File: src/rtl/sram_arb_2x1.sv
// Two-master arbiter in front of a single-port SRAM, one-cycle read latency.
// Define SRAM_ARB_RR_EN for round-robin on contention; default is fixed m0 priority.
module sram_arb_2x1 #(
    parameter int DW = 32
) (
    input  logic          clk,
    input  logic          reset,
    input  logic          m0_req,
    input  logic [3:0]    m0_wen,
    input  logic [DW-1:0] m0_addr,
    input  logic [DW-1:0] m0_wdata,
    output logic          m0_gnt,
    output logic          m0_rvalid,
    output logic [DW-1:0] m0_rdata,
    input  logic          m1_req,
    input  logic [3:0]    m1_wen,
    input  logic [DW-1:0] m1_addr,
    input  logic [DW-1:0] m1_wdata,
    output logic          m1_gnt,
    output logic          m1_rvalid,
    output logic [DW-1:0] m1_rdata,
    output logic          sram_en,
    output logic [3:0]    sram_wen,
    output logic [DW-1:0] sram_addr,
    output logic [DW-1:0] sram_wdata,
    input  logic [DW-1:0] sram_rdata
);

    logic r_lg;
    logic r_pend;
    logic r_owner;
    logic w_pick1;
    logic w_g0;
    logic w_g1;
    logic w_rd;

`ifdef SRAM_ARB_RR_EN
    assign w_pick1 = ~r_lg;
`else
    // lg is kept up to date but never steers a fixed-priority grant
    assign w_pick1 = 1'b0 & ~r_lg;
`endif

    assign w_g0 = reset & m0_req & ~(m1_req & w_pick1);
    assign w_g1 = reset & m1_req & (~m0_req | w_pick1);

    assign m0_gnt = w_g0;
    assign m1_gnt = w_g1;

    always_comb begin
        sram_en    = w_g0 | w_g1;
        sram_wen   = 4'b0000;
        sram_addr  = '0;
        sram_wdata = '0;
        if (w_g1) begin
            sram_wen   = m1_wen;
            sram_addr  = m1_addr;
            sram_wdata = m1_wdata;
        end else if (w_g0) begin
            sram_wen   = m0_wen;
            sram_addr  = m0_addr;
            sram_wdata = m0_wdata;
        end
    end

    assign w_rd = sram_en & (sram_wen == 4'b0000);

    always_ff @(posedge clk) begin
        if (!reset) begin
            r_pend  <= 1'b0;
            r_owner <= 1'b0;
            r_lg    <= 1'b1;
        end else begin
            r_pend <= w_rd;
            if (w_rd)
                r_owner <= w_g1;
            if (sram_en)
                r_lg <= w_g1;
        end
    end

    // A read in flight when reset asserts is dropped, not delivered
    assign m0_rvalid = reset & r_pend & ~r_owner;
    assign m1_rvalid = reset & r_pend & r_owner;
    assign m0_rdata  = m0_rvalid ? sram_rdata : '0;
    assign m1_rdata  = m1_rvalid ? sram_rdata : '0;

endmodule

File: config.mk
export PLATFORM = sky130hd
export DESIGN_NAME = sram_arb_2x1
export DESIGN_NICKNAME = d
export VERILOG_FILES = /design/src/rtl/sram_arb_2x1.sv
export SDC_FILE = /design/constraint.sdc
export NUM_CORES = 1
export LEC_CHECK = 0
export BUFFER_PORTS_ARGS = -buffer_cell sky130_fd_sc_hd__buf_2
export CAP_MARGIN = 20
export CORE_AREA = 2 2 120 122
export CTS_CLUSTER_SIZE = 24
export DETAILED_ROUTE_END_ITERATION = 12
export DIE_AREA = 0 0 122 124
export RECOVER_POWER = 50
export SLEW_MARGIN = 15
export SYNTH_ARGS = -nofsm -noshare
export SYNTH_HDL_FRONTEND = slang
export SYNTH_SLANG_ARGS = --single-unit
File: constraint.sdc
create_clock -name clk -period 3.6 [get_ports clk]
set_clock_uncertainty 0.15 [all_clocks]
set_input_delay 0.36 -clock clk [delete_from_list [all_inputs] [get_ports clk]]
set_output_delay 0.36 -clock clk [all_outputs]
set_load 0.02 [all_outputs]
==> metrics.cfg <==
[run_status]
status=complete, no violations

[timing]
fin_tns_setup_ns=0
fin_crit_sh_pct=77.4
setup_slack_ns=0.812
final_max_slew_viol_count=0
rsz0062_at_grt=no
fmax_mhz=359
slew_headroom_pct=15.5
setup_violations=0
hold_violations=0
worst_pin_slew_ns=1.27
hold_slack_ns=0.308
fin_crit_ns=2.79

[detailed_routing]
drtAntennaViolNets=0
first_pass_iters=4
wl_met3_um=904
post_drt_wl_per_cell_um=12.9
drcViolationCount=0
routed.top_layer=met4
avgViaCountPerCell=3.87
drtIter0Drc=62
drt-met1-wl_mm=3.27
dr_wl_met2_mm=4.08
wl_mm=8.30
vias=2493

[clock_network]
clockBufferDepth=2
clock_latency_ns=0.22
numCtsBuffers=3
tritoncts=yes
post_cts_resized=0
clk_pin_slew_worst_paths_ns=0.03
cts_root_buf=clkbuf_16
clock-sinks=2
cts_setup_buffers=0
ctsHoldBuffers=0
ctsHtreeMaxLevel=1

[hold_path]
hold_end=r_owner
holdPathStages=3
min_from=reset
hold_class=in -> reg

[synth]
yosys_warnings=0
mappedNetlistArea_mm2=0.00125
yosysSeqAreaShare_pct=3.19
synth-seq-cells=2
synth_nets=344
post_synth.cell_area_avg_um2=7.30
synthCells=172
synth_cell_types=20

[finish]
final_util_pct=21.4
num_antenna_cells=0
fin_cells=644
layout.nets=638
fin_area_mm2=0.00293
layout-drive-gt1-share_pct=56.0
n_fill_cell=1620
syn_to_final_growth_pct=134

[floorplanning]
dieArea_mm2=0.0151
start_util_pct=9.15
die_w_um=122
rows=43
core-area_mm2=0.0137
ios=309
die_y_um=124

[power_and_ir_drop]
total_power_mw=0.480
p_per_area_mw_per_mm2=164
peakVddDrop_v=0.000277
power.leakage_nw=1.72

[grt]
grt_pass1_vias=2038
overflow=0
track_usage_pct=8.78
grt_max_degree=70
grt_pass1_wl_mm=10.5
antenna_found_initial=0

[setup_path]
critPathRequiredTime_ns=3.09
crit_path_end_kind=primary output
worstReg2RegEnd=r_owner
crit_path_max_fanout=37
r2r_slack_ns=2.84
critPathMaxStageDelay_ns=0.78
critPathKind=in -> out
reg2reg_depth=2
crit_chain=buf_2 > nor2b_1 > nand2_1 > inv_1 > buf_12 > a22o_1 > buf_2
cp_top_family=buffers and inverters
path_buf_inv=4
startpoint_type=input pin
arrival_ns=2.28
crit_path_frequent_cell=buf_2
r2r-start=r_owner
timing.critical_path.slowest_stage_cell=inv_1

[placement]
placedCellCount=641
dp_hpwl_mm=7.03
port_buffers=308
gp_congestion=0.820
post-place-ws_ns=1.19
postPlaceCellArea_mm2=0.00294

[run]
maxCapViolCount=0

Yosys cell counts:
library cell | number | area share [%]
o21a_1 | 1 | 0.60
buf_2 | 7 | 2.8
a22o_1 | 65 | 45
a32o_2 | 1 | 0.90
a32o_1 | 1 | 0.80
mux2i_1 | 1 | 0.80
buf_6 | 1 | 0.90
nor2b_2 | 1 | 0.70
o21ai_0 | 1 | 0.40
and3_1 | 1 | 0.50
nor2_1 | 3 | 0.90
a22oi_1 | 1 | 0.60
clkbuf_1 | 8 | 2.4
buf_4 | 5 | 3.0
inv_2 | 1 | 0.30
and2_4 | 1 | 0.70
nor3_4 | 1 | 1.3
dfxtp_1 | 2 | 3.2
nand2_1 | 5 | 1.5
and2_1 | 65 | 32
placed cells by master (no fill, tap or decap):
| cell type | netlist | routed |
|---|---|---|
| clkbuf_1 | 8 | 55 |
| and3_1 | 1 | 1 |
| a22oi_1 | 1 | 1 |
| nor2_1 | 3 | 3 |
| and2_0 | 0 | 9 |
| and2_1 | 65 | 56 |
| o21a_1 | 1 | 1 |
| nor2b_1 | 0 | 1 |
| mux2i_1 | 1 | 1 |
| dfxtp_1 | 2 | 2 |
| nand2_1 | 5 | 5 |
| buf_2 | 7 | 254 |
| nor3_4 | 1 | 1 |
| a32o_1 | 1 | 2 |
| o21ai_0 | 1 | 1 |
| and2_2 | 0 | 1 |
| clkbuf_16 | 0 | 3 |
| a22o_1 | 65 | 65 |
| inv_1 | 0 | 1 |
| buf_12 | 0 | 1 |
layer usage:
layer / up-vias / track usage, %
li1: 1224 / -
met1: 1098 / 10.8
met2: 165 / 16.3
met3: 6 / 1.47
met4: 0 / 1.22
met5: - / 0
area by class of cell:
| cell class | count | area (um^2) | share of cell area (%) |
|---|---|---|---|
| Tap cell | 180 | 225 | 7.68 |
| Multi-Input combinational cell | 148 | 1090 | 37.2 |
| Sequential cell | 2 | 40.0 | 1.36 |
| Clock buffer | 3 | 75.1 | 2.56 |
| Timing Repair Buffer | 310 | 1500 | 51.0 |
| Inverter | 1 | 3.75 | 0.128 |
worst reg2reg max path, delay by kind of cell, from the launching register on:
family | cells | cell delay [ns]
DFF | 1 | 0.34
muxes | 1 | 0.14
and+or+nand+nor | 1 | 0.06
sequential cells by signal (all words and copies together), names as in the netlist:
name	count
r_owner	1
r_pend	1
where the power goes:
| part | internal [mW] | switching (mW) |
|---|---|---|
| Clock | 0.141 | 0.0238 |
| Combinational | 0.133 | 0.159 |
| Sequential | 0.0229 | 0.000303 |
worst max-delay path by stage:
stage                      from              to  cells past startpoint
after floorplan           reset  sram_wdata[23]                      4
after global placement    reset   sram_addr[31]                      7
after detailed placement  reset   sram_addr[31]                      7
after CTS                 reset   sram_addr[31]                      7
after global routing      reset   sram_addr[31]                      7
final                     reset   sram_addr[31]                      7
cell families (layout without fill, tap and decap cells):
group                  count (synthesis)  count (layout)  share of synthesized area (%)
and+or+nand+nor                       77              77                           38.0
muxes                                  1               1                          0.798
AOI/OAI and AO/OA                     70              70                           48.7
DFF                                    2               2                           3.19
buffers and inverters                 22             314                           9.37
(Power assumes the default switching activity.)
